<file path="src/rtl/stream_traffic_gen_pkg.sv">
// Shared encodings for the stream traffic generator: pattern modes, FSM states, LFSR taps.
// Latency: n/a (package only).
// Backpressure: n/a.
package stream_traffic_gen_pkg;

    // Pattern modes as presented on mode_i
    localparam logic [1:0] MODE_INC   = 2'd0;
    localparam logic [1:0] MODE_LFSR  = 2'd1;
    localparam logic [1:0] MODE_CONST = 2'd2;
    localparam logic [1:0] MODE_WALK  = 2'd3;

    typedef enum logic [1:0] {
        ST_IDLE  = 2'd0,
        ST_ISSUE = 2'd1,
        ST_HOLD  = 2'd2,
        ST_DONE  = 2'd3
    } state_t;

    // Right-shifting Galois tap masks (maximal length)
    localparam logic [63:0] TAPS_8  = 64'h0000_0000_0000_00B8;
    localparam logic [63:0] TAPS_16 = 64'h0000_0000_0000_B400;
    localparam logic [63:0] TAPS_32 = 64'h0000_0000_8020_0003;
    localparam logic [63:0] TAPS_64 = 64'hD800_0000_0000_0000;

    // Unlisted widths get the top two bits: not maximal length, but the
    // set MSB tap guarantees a non-zero state never decays to zero.
    function automatic logic [63:0] lfsr_taps(input int w);
        case (w)
            8:       return TAPS_8;
            16:      return TAPS_16;
            32:      return TAPS_32;
            64:      return TAPS_64;
            default: return 64'd3 << (w - 2);
        endcase
    endfunction

endpackage

</file>
<file path="src/rtl/stream_lfsr.sv">
// Galois LFSR with synchronous load (zero load value forced to 1) and step enable.
// Latency: new state visible one cycle after load_i/en_i.
// Backpressure: none; caller gates en_i.
// Ports: clk, rst_n (async active-low), en_i step, load_i/load_val_i reload, state_o current state.
module stream_lfsr #(
    parameter int           W    = 16,
    parameter logic [W-1:0] TAPS = {1'b1, {(W-1){1'b0}}}
) (
    input  logic         clk,
    input  logic         rst_n,
    input  logic         en_i,
    input  logic         load_i,
    input  logic [W-1:0] load_val_i,
    output logic [W-1:0] state_o
);

    logic [W-1:0] r_state;
    logic [W-1:0] w_next;

    always_comb begin
        w_next = r_state >> 1;
        if (r_state[0]) begin
            w_next = w_next ^ TAPS;
        end
    end

    always_ff @(posedge clk or negedge rst_n) begin
        if (!rst_n) begin
            r_state <= W'(1);
        end else if (load_i) begin
            // all-zero is the lock-up state of an XOR LFSR
            r_state <= (load_val_i == '0) ? W'(1) : load_val_i;
        end else if (en_i) begin
            r_state <= w_next;
        end
    end

    assign state_o = r_state;

endmodule

</file>
<file path="src/rtl/stream_traffic_gen.sv">
// Throttled pattern-block source on a valid/ready master stream (optional STREAM_TRAFFIC_GEN_CHECKSUM_EN adds checksum_o).
// Latency: first word valid two cycles after start_i; back-to-back words at rate all-ones.
// Backpressure: valid/data/last held until ready; only abort_i may retract valid.
// Ports: start_i/length_i/mode_i/seed_i/rate_i config (sampled in IDLE), abort_i, stream_m_* master stream,
//        busy_o, done_o (1-cycle pulse), words_sent_o handshake count, checksum_o (macro only).
module stream_traffic_gen
    import stream_traffic_gen_pkg::*;
#(
    parameter int  WIDTH          = 32,
    parameter int  MAX_BLOCK_SIZE = 1024,
    parameter int  RATE_BITS      = 8,
    parameter int  LFSR_W         = 16,
    localparam int LW             = $clog2(MAX_BLOCK_SIZE + 1)
) (
    input  logic                 clk,
    input  logic                 rst_n,
    input  logic                 start_i,
    input  logic [LW-1:0]        length_i,
    input  logic [1:0]           mode_i,
    input  logic [WIDTH-1:0]     seed_i,
    input  logic [RATE_BITS-1:0] rate_i,
    input  logic                 abort_i,
    output logic [WIDTH-1:0]     stream_m_data_o,
    output logic                 stream_m_valid_o,
    output logic                 stream_m_last_o,
    input  logic                 stream_m_ready_i,
    output logic                 busy_o,
    output logic                 done_o,
    output logic [LW-1:0]        words_sent_o
`ifdef STREAM_TRAFFIC_GEN_CHECKSUM_EN
    ,
    output logic [WIDTH-1:0]     checksum_o
`endif
);

    localparam logic [LFSR_W-1:0] THR_TAPS = LFSR_W'(lfsr_taps(LFSR_W));
    localparam logic [WIDTH-1:0]  DAT_TAPS = WIDTH'(lfsr_taps(WIDTH));

    state_t               r_state, w_nxt_state;
    logic [1:0]           r_mode, w_nxt_mode;
    logic [LW-1:0]        r_len, w_nxt_len;
    logic [RATE_BITS-1:0] r_rate, w_nxt_rate;
    logic [WIDTH-1:0]     r_data, w_nxt_data;
    logic                 r_valid, w_nxt_valid;
    logic                 r_last, w_nxt_last;
    logic [LW-1:0]        r_words_sent, w_nxt_words_sent;

    logic [LFSR_W-1:0]    w_thr;
    logic [WIDTH-1:0]     w_dlfsr;
    logic [WIDTH-1:0]     w_data_out;
    logic [WIDTH-1:0]     w_pat_next;
    logic [WIDTH-1:0]     w_first;
    logic [LW-1:0]        w_ws_inc;
    logic                 w_pass, w_hs, w_load, w_thr_en, w_dat_en;
    logic                 w_unused_thr;

    stream_lfsr #(.W(LFSR_W), .TAPS(THR_TAPS)) u_thr_lfsr (
        .clk        (clk),
        .rst_n      (rst_n),
        .en_i       (w_thr_en),
        .load_i     (1'b0),
        .load_val_i ('0),
        .state_o    (w_thr)
    );

    stream_lfsr #(.W(WIDTH), .TAPS(DAT_TAPS)) u_dat_lfsr (
        .clk        (clk),
        .rst_n      (rst_n),
        .en_i       (w_dat_en),
        .load_i     (w_load),
        .load_val_i (seed_i),
        .state_o    (w_dlfsr)
    );

    // only the compare slice of the throttle LFSR feeds the decision
    assign w_unused_thr = ^w_thr[LFSR_W-1:RATE_BITS];

    assign w_pass     = (&r_rate) || (w_thr[RATE_BITS-1:0] < r_rate);
    assign w_hs       = r_valid && stream_m_ready_i;
    assign w_ws_inc   = r_words_sent + LW'(1);
    assign w_data_out = (r_mode == MODE_LFSR) ? w_dlfsr : r_data;
    assign w_first    = (mode_i == MODE_WALK && seed_i == '0) ? WIDTH'(1) : seed_i;

    always_comb begin
        case (r_mode)
            MODE_INC:  w_pat_next = r_data + WIDTH'(1);
            MODE_WALK: w_pat_next = {r_data[WIDTH-2:0], r_data[WIDTH-1]};
            default:   w_pat_next = r_data;
        endcase
    end

    always_comb begin
        w_nxt_state      = r_state;
        w_nxt_mode       = r_mode;
        w_nxt_len        = r_len;
        w_nxt_rate       = r_rate;
        w_nxt_data       = r_data;
        w_nxt_valid      = r_valid;
        w_nxt_last       = r_last;
        w_nxt_words_sent = r_words_sent;
        w_load           = 1'b0;
        w_thr_en         = 1'b0;
        w_dat_en         = 1'b0;
        case (r_state)
            ST_IDLE: begin
                if (start_i) begin
                    w_nxt_mode       = mode_i;
                    w_nxt_len        = length_i;
                    w_nxt_rate       = rate_i;
                    w_nxt_data       = w_first;
                    w_nxt_words_sent = '0;
                    w_load           = 1'b1;
                    w_nxt_state      = (length_i == '0) ? ST_DONE : ST_ISSUE;
                end
            end
            ST_ISSUE: begin
                w_thr_en = 1'b1;
                if (abort_i) begin
                    w_nxt_state = ST_DONE;
                end else if (w_pass) begin
                    w_nxt_valid = 1'b1;
                    w_nxt_last  = (r_words_sent == r_len - LW'(1));
                    w_nxt_state = ST_HOLD;
                end
            end
            ST_HOLD: begin
                // a handshake always counts, even when abort arrives with it
                if (w_hs) begin
                    w_nxt_words_sent = w_ws_inc;
                    w_nxt_data       = w_pat_next;
                    w_dat_en         = (r_mode == MODE_LFSR);
                    w_thr_en         = 1'b1;
                end
                if (abort_i) begin
                    w_nxt_valid = 1'b0;
                    w_nxt_last  = 1'b0;
                    w_nxt_state = ST_DONE;
                end else if (w_hs) begin
                    if (r_last) begin
                        w_nxt_valid = 1'b0;
                        w_nxt_last  = 1'b0;
                        w_nxt_state = ST_DONE;
                    end else if (w_pass) begin
                        w_nxt_last = (w_ws_inc == r_len - LW'(1));
                    end else begin
                        w_nxt_valid = 1'b0;
                        w_nxt_last  = 1'b0;
                        w_nxt_state = ST_ISSUE;
                    end
                end
            end
            default: begin
                w_nxt_state = ST_IDLE;
            end
        endcase
    end

    always_ff @(posedge clk or negedge rst_n) begin
        if (!rst_n) begin
            r_state <= ST_IDLE;
        end else begin
            r_state <= w_nxt_state;
        end
    end

    always_ff @(posedge clk or negedge rst_n) begin
        if (!rst_n) begin
            r_mode       <= MODE_INC;
            r_len        <= '0;
            r_rate       <= '0;
            r_data       <= '0;
            r_valid      <= 1'b0;
            r_last       <= 1'b0;
            r_words_sent <= '0;
        end else begin
            r_mode       <= w_nxt_mode;
            r_len        <= w_nxt_len;
            r_rate       <= w_nxt_rate;
            r_data       <= w_nxt_data;
            r_valid      <= w_nxt_valid;
            r_last       <= w_nxt_last;
            r_words_sent <= w_nxt_words_sent;
        end
    end

`ifdef STREAM_TRAFFIC_GEN_CHECKSUM_EN
    logic [WIDTH-1:0] r_csum;

    always_ff @(posedge clk or negedge rst_n) begin
        if (!rst_n) begin
            r_csum <= '0;
        end else if (r_state == ST_IDLE && start_i) begin
            r_csum <= '0;
        end else if (r_state == ST_HOLD && w_hs) begin
            r_csum <= r_csum + w_data_out;
        end
    end

    assign checksum_o = r_csum;
`else
    // no checksum path in this build
`endif

    assign stream_m_data_o  = w_data_out;
    assign stream_m_valid_o = r_valid;
    assign stream_m_last_o  = r_last;
    assign busy_o           = (r_state != ST_IDLE);
    assign done_o           = (r_state == ST_DONE);
    assign words_sent_o     = r_words_sent;

endmodule

</file>
<file path="config.mk">
export PLATFORM = sky130hd
export DESIGN_NAME = stream_traffic_gen
export DESIGN_NICKNAME = d
export VERILOG_FILES = /design/src/rtl/stream_traffic_gen_pkg.sv /design/src/rtl/stream_lfsr.sv /design/src/rtl/stream_traffic_gen.sv
export SDC_FILE = /design/constraint.sdc
export NUM_CORES = 1
export LEC_CHECK = 0
export BUFFER_PORTS_ARGS = -buffer_cell sky130_fd_sc_hd__buf_2
export CORE_UTILIZATION = 56
export CTS_CLUSTER_SIZE = 28
export DETAILED_ROUTE_END_ITERATION = 12
export PLACE_DENSITY = 0.78
export SYNTH_ARGS = -nofsm -noshare
export SYNTH_HDL_FRONTEND = slang
export SYNTH_SLANG_ARGS = --single-unit
</file>
<file path="constraint.sdc">
create_clock -name clk -period 2.7 [get_ports clk]
set_input_delay 0.135 -clock clk [delete_from_list [all_inputs] [get_ports clk]]
set_output_delay 0.135 -clock clk [all_outputs]
set_load 0.01 [all_outputs]
</file>
==> flow_metrics.py <==
metrics = {
    "timing": {
        "rsz0062_at_grt": "no",
        "period_needed_ps": 2580,
        "finalSetupViolations": 0,
        "slew_violations": 0,
        "fin_crit_sh": 0.954,
        "slew_headroom": 0.123,
        "worstMarginPinSlew_ps": 1300,
        "setup_slack_ps": 125,
        "fmax_mhz": 388,
        "final_hold_viol_count": 0,
        "tns_ps": 0,
        "finClkSkew_ps": 6.57,
    },
    "grt": {
        "grt_max_degree": 48,
        "first_global_vias": 6458,
        "grt-ovfl-total": 0,
        "grt_pass1_wl_um": 31500,
        "grt_usage": 0.298,
        "antenna_found_initial": 1,
    },
    "clock_tree": {
        "cts-root-buf": "clkbuf_16",
        "numCtsBuffers": 17,
        "clkSinkCount": 116,
        "clk_pin_slew_ps": 50,
        "cts_setup_buffers": 0,
        "clk_latency_ps": 420,
        "cts_tree": "done",
        "clock_path_buffers": 2,
        "h-tree-depth": 4,
    },
    "yosys": {
        "synth_top_area_cell": "dfrtp_1",
        "muxShareOfSynthArea": 0.119,
        "synth.top_cell.area_share": 0.386,
        "syn_inst": 856,
        "synth_edf_count": 0,
        "synth_simple_gate_area_frac": 0.193,
        "avgSynthCellArea_um2": 8.63,
        "ys_warn_count": 0,
        "synth-xor-area-share": 0.0488,
        "ys_seq_area_frac": 0.393,
        "synthTopCellsByCount": "nand2_1 (153), dfrtp_1 (114), o21ai_0 (106), clkbuf_1 (45), mux2_2 (44)",
        "synth_compound_area_frac": 0.179,
        "synth_top_family_by_area": "simple AND/OR/NAND/NOR gates",
        "synth_cell_type_count": 63,
        "synth.most_common_cell": "nand2_1",
        "synth.area.top_cells": "dfrtp_1 (39%), nand2_1 (7.8%), o21ai_0 (7.2%)",
        "synth_ff_type": "dfrtp_1",
        "ys_ff_latch": 116,
        "synth_adder_area_share": 0.0271,
        "netlist_area_um2": 7390,
        "async_flop_share": 1.00,
        "syn_nets": 930,
    },
    "route": {
        "viasPerCell": 5.89,
        "antenna_left": 0,
        "dr_total_vias": 6935,
        "route.met3.wl_um": 955,
        "drt-total-wl_um": 19300,
        "drc_errors": 0,
        "highest_layer": "met4",
        "drt-initial-drc-count": 542,
        "firstDrtPassIters": 5,
        "wl_met2_um": 8760,
        "drt-met1-wl_um": 9030,
        "avgRoutedWirePerCell_um": 16.4,
    },
    "pwr": {
        "internal_power_mw": 5.82,
        "switching_share": 0.414,
        "power_frac_seq": 0.318,
        "power_density_nw_per_um2": 1080,
        "p_switching_mw": 4.11,
        "irDropWorstVdd_uv": 647,
        "clockPowerShare": 0.202,
        "leakage_nw": 4.23,
        "p_comb_frac": 0.480,
    },
    "min_path": {
        "min_from": "seed_i[7]",
        "worst_hold_path.num_cells": 3,
        "hp-class": "in2reg",
        "whs_endpoint": "u_dat_lfsr.state_o[7]",
    },
    "critical_path": {
        "path_cells": "inv_2 > ha_4 > or4b_4 > or4_1 > a21oi_1 > nor3b_1 > o2111ai_1 > o41ai_1 > mux2_1",
        "cpMaxStageDelayCell": "or4_1",
        "r2r_cells": 9,
        "regToRegStartpoint": "r_len[0]",
        "cp.required_ps": 3000,
        "r2r-end": "stream_m_last_o",
        "critical_path_class": "reg2reg",
        "cp_slowest_stage_delay_ps": 530,
        "cp.arrival_ps": 2870,
        "r2r_slack_ps": 120,
        "critical_path.max_fanout": 5,
        "end_kind": "flop",
        "worstSetupStartpointType": "flop",
    },
    "floorplanning": {
        "die-height_um": 117,
        "core_region_area_um2": 12700,
        "dieArea_um2": 13700,
        "io_pins": 105,
        "die_w_um": 117,
        "num_rows": 41,
        "initial_utilization": 0.581,
    },
    "placed_design": {
        "place.gp.congestion": 0.848,
        "hpwl_um": 13000,
        "post-place-ws_ps": 54.1,
        "port_buffers": 104,
    },
    "run": {
        "drv_cap": 0,
    },
    "layout": {
        "area_growth_pct": 24.0,
        "drive_gt1_frac": 0.212,
        "layout.nets": 1066,
    },
    "status": {
        "status": "finished clean",
    },
}
-- registers in the layout, summed over array words and instances, names as in the netlist --
signal	count
u_dat_lfsr.state_o	32
stream_m_last_o	1
r_len	11
r_mode	2
words_sent_o	11
r_state	2
stream_m_valid_o	1
r_data	32
u_thr_lfsr.state_o	16
r_rate	8
-- per-layer routing --
metal,global-route usage,vias to the layer above
li1,-,3349
met3,0.0577,51
met5,0,-
met4,0.118,0
met1,0.418,3321
met2,0.456,214
-- worst max-delay path by stage --
stage	startpoint	endpoint	slack, ps	cells past startpoint
after global placement	r_len[0]	stream_m_last_o	180	9
after floorplan	r_len[0]	stream_m_last_o	270	9
after detailed placement	r_len[0]	stream_m_last_o	50	9
final	r_len[0]	stream_m_last_o	120	9
after global routing	r_len[0]	stream_m_last_o	9	9
after CTS	r_len[0]	stream_m_last_o	40	9
-- power by group through the flow --
stage	clock network, mW	registers, mW	logic, mW
4_1_cts	2.03	3.13	4.72
6_report	2.01	3.16	4.77
5_1_grt	2.12	3.27	5.30
3_5_place_dp	0	3.15	4.63
2_1_floorplan	0	2.91	3.43
3_3_place_gp	0	3.13	4.54
-- repair_timing --
action	4_1_cts	5_1_grt
hold endpoints to repair	85	0
hold buffers	50	0
resized for setup	0	3
setup endpoints to repair	0	1
-- per-stage QoR --
| stage | cells | util | hold slack, ps | area, um2 | power (mW) |
|---|---|---|---|---|---|
| 2_1_floorplan | 856 | - | -161 | 7390 | 6.34 |
| 3_3_place_gp | 1095 | 0.638 | 130 | 8120 | 7.67 |
| 3_5_place_dp | 1095 | 0.638 | 132 | 8120 | 7.78 |
| 4_1_cts | 1177 | 0.719 | 4.34 | 9150 | 9.88 |
| 5_1_grt | 1178 | 0.720 | 34.0 | 9160 | 10.7 |
| 6_report | 1178 | 0.720 | 19.9 | 9160 | 9.94 |
-- final cells by class --
type / count / area, um2
inverters: 20 / 75.1
multi-input cells: 663 / 4210
fillers: 1029 / 3560
clock buffers: 27 / 503
flip-flops and latches: 116 / 2910
well taps: 172 / 215
diodes: 1 / 2.50
repair buffers: 174 / 1220
clock inverters: 5 / 25.0
-- placed cells by master (no fill, tap or decap), drive strengths merged, types with 9 or more instances in the layout --
cell type	synthesis	layout
nand2	153	153
buf	12	124
dfrtp	114	114
o21ai	107	107
dlygate4sd3	0	50
mux2	45	45
nor2	43	43
a21oi	42	42
mux2i	37	37
xnor2	28	28
clkbuf	45	27
nand3	26	26
inv	19	19
ha	16	16
nor4	15	15
a31oi	13	13
and3	11	11
a211oi	9	9
-- logic make-up (layout without fill, tap and decap cells) --
logic type,Yosys count,after routing
fa+ha+maj,16,16
flops,116,116
simple gates,305,305
mux,82,82
buf+inv,77,226
compound gates,222,222
xor+xnor,38,38
other cells,0,1
-- worst max-delay path, delay by kind of cell (launching register included) --
kind,cells,cell delay [ps]
adder cells (fa/ha/maj),1,160
AND/OR/NAND/NOR,3,1090
multiplexers,1,280
AO/OA/AOI/OAI,3,400
buffers and inverters,1,110
flip-flops,1,430
No activity file was read; power rests on OpenSTA's default activity.
